===== src/rtl/regfile_pkg.sv =====
// regfile_pkg: shared constants and the wired-AND helper for regfile_bank.
// Bus columns are evaluated one bit at a time over a mask of up to MAX_REGS registers.
package regfile_pkg;

   localparam int unsigned DEF_WIDTH     = 8;
   localparam int unsigned DEF_NREGS     = 14;
   localparam int unsigned DEF_NLEFT     = 2;
   localparam int unsigned DEF_RESET_VAL = 0;
   localparam int unsigned MAX_REGS      = 64;

   localparam logic [DEF_WIDTH-1:0] BUS_PRECHARGE = '1;

   typedef logic [MAX_REGS-1:0] regmask_t;

   // One bus bit: precharged high, pulled low by any selected register holding 0.
   function automatic logic and_sel(input regmask_t bits, input regmask_t sel);
      return &(bits | ~sel);
   endfunction

endpackage


===== src/rtl/regfile_bus_resolve.sv =====
// regfile_bus_resolve: resolves one precharged wired-AND bus from up to two
// drivers and the AND of the selected registers (registers only pull when undriven).
module regfile_bus_resolve #(
   parameter int unsigned WIDTH = 8
) (
   input  logic             wr_a,
   input  logic [WIDTH-1:0] din_a,
   input  logic             wr_b,
   input  logic [WIDTH-1:0] din_b,
   input  logic [WIDTH-1:0] reg_and,
   output logic [WIDTH-1:0] bus
);

   always_comb begin
      bus = '1;
      if (wr_a) bus = bus & din_a;
      if (wr_b) bus = bus & din_b;
      if (!wr_a && !wr_b) bus = bus & reg_and;
   end

endmodule


===== src/rtl/regfile_bank.sv =====
// regfile_bank: NREGS x WIDTH register file on split/joinable wired-AND buses.
// Optional in-place increment/decrement of left registers under `REGFILE_INCDEC_EN.
module regfile_bank
   import regfile_pkg::*;
#(
   parameter int unsigned      WIDTH     = DEF_WIDTH,
   parameter int unsigned      NREGS     = DEF_NREGS,
   parameter int unsigned      NLEFT     = DEF_NLEFT,
   parameter logic [WIDTH-1:0] RESET_VAL = WIDTH'(DEF_RESET_VAL)
) (
   input  logic             eclk,
   input  logic             erst_n,
   input  logic             join_en,   // bus switch; "join" is a reserved word
   input  logic [NREGS-1:0] sel,
   input  logic             l_wr,
   input  logic [WIDTH-1:0] l_din,
   input  logic             r_wr,
   input  logic [WIDTH-1:0] r_din,
`ifdef REGFILE_INCDEC_EN
   input  logic             l_inc,
   input  logic             l_dec,
   output logic             l_cy,
`endif
   output logic [WIDTH-1:0] l_dout,
   output logic [WIDTH-1:0] r_dout
);

   if (NREGS > MAX_REGS || NLEFT < 1 || NLEFT >= NREGS) begin : g_bad_cfg
      $error("regfile_bank: unsupported NREGS/NLEFT");
   end

   logic [WIDTH-1:0] regs [NREGS];
   regmask_t         sel_l, sel_r, sel_all, col;
   logic [WIDTH-1:0] l_and, r_and, a_and;
   logic [WIDTH-1:0] l_split, r_split, j_bus;
   logic [WIDTH-1:0] l_bus, r_bus;
   logic             l_load, r_load;

   always_comb begin
      sel_l   = '0;
      sel_r   = '0;
      sel_all = '0;
      for (int unsigned i = 0; i < NREGS; i++) begin
         sel_all[i] = sel[i];
         if (i < NLEFT) sel_l[i] = sel[i];
         else           sel_r[i] = sel[i];
      end
   end

   // Transpose one bit column at a time so the package helper serves every bus.
   always_comb begin
      l_and = '1;
      r_and = '1;
      a_and = '1;
      col   = '0;
      for (int unsigned b = 0; b < WIDTH; b++) begin
         col = '0;
         for (int unsigned i = 0; i < NREGS; i++) col[i] = regs[i][b];
         l_and[b] = and_sel(col, sel_l);
         r_and[b] = and_sel(col, sel_r);
         a_and[b] = and_sel(col, sel_all);
      end
   end

   regfile_bus_resolve #(.WIDTH(WIDTH)) u_left (
      .wr_a(l_wr), .din_a(l_din), .wr_b(1'b0), .din_b('1),
      .reg_and(l_and), .bus(l_split)
   );

   regfile_bus_resolve #(.WIDTH(WIDTH)) u_right (
      .wr_a(r_wr), .din_a(r_din), .wr_b(1'b0), .din_b('1),
      .reg_and(r_and), .bus(r_split)
   );

   regfile_bus_resolve #(.WIDTH(WIDTH)) u_joined (
      .wr_a(l_wr), .din_a(l_din), .wr_b(r_wr), .din_b(r_din),
      .reg_and(a_and), .bus(j_bus)
   );

   assign l_bus  = join_en ? j_bus : l_split;
   assign r_bus  = join_en ? j_bus : r_split;
   assign l_load = l_wr | (join_en & r_wr);
   assign r_load = r_wr | (join_en & l_wr);

`ifdef REGFILE_INCDEC_EN
   logic             step_en, wrap;
   logic [WIDTH-1:0] stepped;

   assign step_en = !join_en && !l_wr && (l_inc ^ l_dec);
   assign stepped = l_inc ? l_bus + WIDTH'(1) : l_bus - WIDTH'(1);
   assign wrap    = l_inc ? (&l_bus) : ~(|l_bus);

   always_ff @(posedge eclk or negedge erst_n) begin
      if (!erst_n) l_cy <= 1'b0;
      else         l_cy <= step_en & wrap;
   end
`endif

   always_ff @(posedge eclk or negedge erst_n) begin
      if (!erst_n) begin
         for (int unsigned i = 0; i < NREGS; i++) regs[i] <= RESET_VAL;
         l_dout <= '1;
         r_dout <= '1;
      end else begin
         l_dout <= l_bus;
         r_dout <= r_bus;
         for (int unsigned i = 0; i < NREGS; i++) begin
            if (sel[i]) begin
               if (i < NLEFT) begin
                  if (l_load) regs[i] <= l_bus;
`ifdef REGFILE_INCDEC_EN
                  else if (step_en) regs[i] <= stepped;
`endif
               end else if (r_load) begin
                  regs[i] <= r_bus;
               end
            end
         end
      end
   end

endmodule

===== config.mk =====
export PLATFORM = sky130hd
export DESIGN_NAME = regfile_bank
export DESIGN_NICKNAME = d
export VERILOG_FILES = /design/src/rtl/regfile_pkg.sv /design/src/rtl/regfile_bus_resolve.sv /design/src/rtl/regfile_bank.sv
export SDC_FILE = /design/constraint.sdc
export NUM_CORES = 1
export LEC_CHECK = 0
export ABC_CLOCK_PERIOD_IN_PS = 5100
export CAP_MARGIN = 20
export CELL_PAD_IN_SITES_DETAIL_PLACEMENT = 1
export CELL_PAD_IN_SITES_GLOBAL_PLACEMENT = 1
export CORE_ASPECT_RATIO = 1.25
export CORE_MARGIN = 10
export CORE_UTILIZATION = 50
export CTS_CLUSTER_DIAMETER = 50
export DETAILED_ROUTE_END_ITERATION = 7
export PLACE_DENSITY_LB_ADDON = 0.1
export SLEW_MARGIN = 20
export SYNTH_ARGS = -nofsm -noshare
export SYNTH_HDL_FRONTEND = slang
export SYNTH_HIERARCHICAL = 1
export SYNTH_SLANG_ARGS = --single-unit

===== constraint.sdc =====
create_clock -name eclk -period 5.1 [get_ports eclk]
set_input_delay 1.53 -clock eclk [delete_from_list [all_inputs] [get_ports eclk]]
set_output_delay 1.53 -clock eclk [all_outputs]
set_load 0.005 [all_outputs]

Word-level counts from Yosys, hierarchy flattened

Index checks and enable logic that the tools add are counted.

Register bits after elaboration: 128
Input port bits: 35
Output and inout bits: 16
Logic and storage cells: 100

Muxes and demuxes: 8
Bitwise operators: 35
Reduce and logical (&&, ||, !) cells: 41

Operators by type and width:

| operator                     | number |
|---|---|
| bitwise OR 14 x 64 -> 64 bit | 24 |
| AND reduction 64 bit         | 24 |
| NOT 14 -> 64 bit             | 2 |
| two-way mux 8 bit            | 8 |
| NOT 2 -> 64 bit              | 1 |
| AND 8 bit                    | 4 |
| AND reduction 2 bit          | 14 |
| AND 1 bit                    | 2 |
| logical NOT 1 bit            | 2 |
| bitwise OR 1 bit             | 2 |
| logical AND 1 bit            | 1 |

Logic depth before layout (Yosys ltp)

Depth in word-level cells: 6
Depth in mapped cells: 10
Mapped depth without buffers: 10

By module

The synthesis kept the hierarchy.

By module, submodules not included:

| module              | times used | cells an instance | area each (um^2) | seq. area each (um^2) |
|---|---|---|---|---|
| regfile_bank        | 1          | 594               | 6228.5           | 3223.1 |
| regfile_bus_resolve | 3          | 36                | 265.3            | 0.0 |

Worst setup path before layout

OpenSTA, ideal clock, no wires.

Path type: input to register
Start: input sel[1]
End: register regs, in the netlist col[6]
Library setup time: 0.077 ns
Data arrival time: 3.115 ns
Data required time: 5.023 ns
Path slack: 1.908 ns
Stages: 9
Buffers on the path: 2
Cells stage by stage: buf_2 -> a22oi_1 -> or4b_1 -> nor2_1 -> nor3_1 -> a221oi_2 -> mux2i_1 -> buf_4 -> a21oi_1

Cells in the longest elaborated chain, start to end: 6

RTL lines:

| element                        | RTL line                  | text |
|---|---|---|
| start: declaration             | regfile_bank.sv:14        | `input logic [NREGS-1:0] sel,` |
| NOT 14 -> 64 bit               | regfile_pkg.sv:17         | `return &(bits \| ~sel);` |
| bitwise OR 14 x 64 -> 64 bit   | regfile_pkg.sv:17         |  |
| AND reduction 64 bit           | regfile_pkg.sv:17         |  |
| net a_and[7]                   | regfile_bank.sv:34        | `logic [WIDTH-1:0] l_and, r_and, a_and;` |
| AND 8 bit                      | regfile_bus_resolve.sv:18 | `if (!wr_a && !wr_b) bus = bus & reg_and;` |
| two-way mux 8 bit              | regfile_bus_resolve.sv:18 |  |
| net j_bus[7]                   | regfile_bank.sv:35        | `logic [WIDTH-1:0] l_split, r_split, j_bus;` |
| two-way mux 8 bit              | regfile_bank.sv:81        | `assign r_bus = join_en ? j_bus : r_split;` |
| end signal: indexed assignment | regfile_bank.sv:110       | `if (l_load) regs[i] <= l_bus;` |
| end signal: indexed assignment | regfile_bank.sv:115       | `regs[i] <= r_bus;` |
| end: declaration               | regfile_bank.sv:32        | `logic [WIDTH-1:0] regs [NREGS];` |

The timed path passes the listed nets, and every way through them passes these cells.
A chain may end at the register's enable or synchronous reset.

Worst setup path in the final report

Start: input sel[12]
End: register regs[57] in the netlist's numbering

The elaborated chain is that of the path after synthesis.

==> reports/metrics.yaml <==
clock_network:
  cts.htree.levels: 4
  postCtsHoldBufs: 0
  ctsRootBufferMaster: "sky130_fd_sc_hd__clkbuf_16"
  cts_tree: "yes"
  clock_network_latency_to_the_later_pin_of_the_worst_skew_pair_ns: 0.42
  cts_buf_count: 17
  clk_pin_slew_worst_paths_ns: 0.05
  cts.repair.resized: 0
  cts.path.max_buffers: 2
  cts_sinks: 128
  post-cts-setup-buffers: 0
route:
  drtIter0Drc: 192
  route.detailed.vias_per_inst: 5.45
  vias: 5111
  detail_route.wirelength_mm: 19.0
  drtAntennaViolNets: 0
  drt_pre_antenna_iters: 4
  drc: 0
  routedWlPerCell_um: 20.2
die:
  floorplan_die_width_um: 126
  die_h_um: 153
  area_enclosed_by_the_die_boundary_um2: 19200
  initial_standard_cell_utilization_of_the_core_pct: 50.9
  core_um2: 13800
  floorplan.rows: 48
  io_pins: 51
sta:
  slew_headroom_pct: 27.0
  finalHoldViolCount: 0
  setup_repair_after_global_routing_missed_its_margin: "false"
  finalHoldWorstSlack_ns: 0.513
  fmax_mhz: 252
  timing.final.max_slew_violations: 0
  final-setup-viol-count: 0
  final.min_clock_period_ns: 3.97
  timing_worst_slew_pin_value_ns: 1.07
  layout_worst_path_cycle_share_pct: 77.8
  skew_ns: 0.00675
  setup-tns-final_ns: 0
final_layout:
  multi_input_area_um2: 3060
  area_growth_syn_to_layout_pct: 14.8
  layout.nets: 784
  final_layout_size_suffix_gt1_share_pct: 23.6
  antennaDiodeCount: 0
  final-seq-area_um2: 3220
  number_of_filler_cells_placed_in_the_layout: 1537
worst_setup_path:
  timing.reg2reg.setup_slack_ns: 2.59
  r2r-start: "regs[9]"
  critPathArrivalTime_ns: 4.21
  r2r_cells: 8
  timing.setup.critical_path_class: "in2reg"
  start_kind: "primary input"
  worstPathRequired_ns: 5.34
  path_cells: "clkdlybuf4s50_1 -> nor2b_1 -> a2111oi_2 -> o2111ai_1 -> nor2_1 -> nor3_1 -> a221oi_2 -> mux2i_2 -> a21oi_1"
  cp_num_buf_inv: 1
  r2r-end: "regs[57]"
  crit_path_max_delay_family: "multiplexers"
  critPathMaxStageDelay_ns: 0.89
  worst_path_max_delay_cell: "sky130_fd_sc_hd__mux2i_2"
  worst-path-max-fanout: 13
  critical_path.endpoint_type: "flop"
hold_path:
  min_path_cells: 2
  hold_path_end: "regs[73]"
  worst_hold_startpoint: "regs[73]"
  hold_path.class: "reg2reg"
power_and_ir_drop:
  clock_power_share_pct: 39.6
  power_report.internal_total_mw: 2.28
  peakVddDrop_uv: 238
  share_comb_of_total_power_pct: 20.4
  leakagePower_nw: 3.54
  power_switching_share_pct: 28.6
  sequential_share_of_power_pct: 40.0
  p_switching_mw: 0.913
  power.density_nw_per_um2: 396
placed_design:
  portBuffers: 50
  gp_congestion: 0.810
  hpwlAfterDp_mm: 13.4
synth:
  netlist-cell-type-count: 34
  synth-warning-count: 6
  ys_seq_elements: 128
  synth.cell_area_um2: 7020
  synth_sequential_area_ratio_pct: 45.9
  synth_cells: 702
  synth_area_per_cell_um2: 10.0
run_status:
  status: "finished, final reports clean"
global_route:
  global_route.usage.total_pct: 20.3
  first_global_vias: 5810
  number_of_antenna_violations_at_the_first_check_in_global_routing: 0
  globalRoute.totalOverflow: 0
  grt_start_max_net_pins: 75
  grt_pass1_wl_mm: 31.3
job:
  max_cap_violations: 0
## worst min-delay path, stage by stage (launching register included)
cell,delay [ns]
sky130_fd_sc_hd__dfrtp_1,0.33
sky130_fd_sc_hd__nor2_1,0.05
sky130_fd_sc_hd__a21oi_2,0.09
## cell usage after synthesis (all sizes together)
master	number	area (µm²)
o22ai	8	50.1
inv	96	360
conb	2	7.51
dfstp	16	420
o2111ai	8	70.1
nor2	123	519
or4b	8	80.1
nand2b	8	50.1
a221oi	24	360
a21oi	121	827
a2111oi	8	105
nand2	2	7.51
buf	46	468
clkbuf	3	15.0
nor3	24	120
a21o	1	7.51
clkinv	3	11.3
a22oi	8	65.1
mux2i	16	168
nor2b	57	409
nor4	8	100
dfrtp	112	2800
## power by group through the flow
stage	sequential, mW	clock [mW]	combinational, mW
floorplan	1.27	0	0.465
global placement	1.29	0	0.619
detailed placement	1.29	0	0.648
CTS	1.28	1.29	0.656
global route	1.30	1.33	0.725
finish	1.28	1.27	0.652
## flip-flops by register name (all words and copies together), names as in the netlist
signal  count
regs       98
col        14
l_dout      8
r_dout      8
## worst max path at each step
stage / to / from / slack (ns) / depth (start not counted)
2_1_floorplan: col[6] / sel[1] / 1.91 / 9
3_3_place_gp: col[9] / sel[12] / 0.65 / 9
3_5_place_dp: regs[27] / sel[2] / 0.65 / 10
4_1_cts: regs[35] / sel[2] / 1.07 / 10
5_1_grt: regs[60] / sel[3] / 0.90 / 8
6_report: regs[57] / sel[12] / 1.13 / 9
## cell families after synthesis
logic type,Yosys count,synth area share (%)
compound gates,178,21.1
buf+inv,148,12.2
flops,128,45.9
mux,16,2.39
other cells,2,0.107
simple gates,230,18.3
## per-layer routing
layer / wire length (µm) / track usage, % / vias up
li1: - / - / 2408
met1: 8150 / 24.0 / 2592
met2: 9870 / 35.5 / 86
met3: 583 / 4.32 / 25
met4: 367 / 6.90 / 0
met5: 0 / 0 / -
## stage by stage
stage	area, µm²	instances	utilization [%]	worst slack, ns	power, mW
global placement	7440	905	53.8	0.646	1.90
global route	8070	937	58.4	0.904	3.36
floorplan	7080	718	-	1.91	1.74
CTS	8060	937	58.3	1.07	3.22
detailed placement	7450	905	54.0	0.647	1.94
finish	8070	937	58.4	1.13	3.20
## cell type report
| cell class | count | share of cell area (%) |
|---|---|---|
| sequential | 128 | 40.0 |
| inverter | 99 | 4.61 |
| multi-input combinational | 442 | 37.9 |
| clock buffer | 25 | 5.77 |
| timing repair buffer | 61 | 7.35 |
| tap | 175 | 2.71 |
| clock inverter | 7 | 1.71 |
## layout by cell type (no fill, tap or decap), types with 17 or more instances in the layout
| cell type | netlist | routed |
|---|---|---|
| sky130_fd_sc_hd__nor2_1 | 106 | 106 |
| sky130_fd_sc_hd__clkbuf_16 | 0 | 17 |
| sky130_fd_sc_hd__inv_1 | 96 | 96 |
| sky130_fd_sc_hd__a21oi_2 | 56 | 56 |
| sky130_fd_sc_hd__nor3_1 | 24 | 24 |
| sky130_fd_sc_hd__clkdlybuf4s50_1 | 0 | 49 |
| sky130_fd_sc_hd__a221oi_2 | 24 | 24 |
| sky130_fd_sc_hd__conb_1 | 2 | 18 |
| sky130_fd_sc_hd__dfrtp_1 | 112 | 112 |
| sky130_fd_sc_hd__a21oi_1 | 64 | 64 |
| sky130_fd_sc_hd__nor2b_1 | 50 | 50 |
Power figures use the tool's default switching activity.
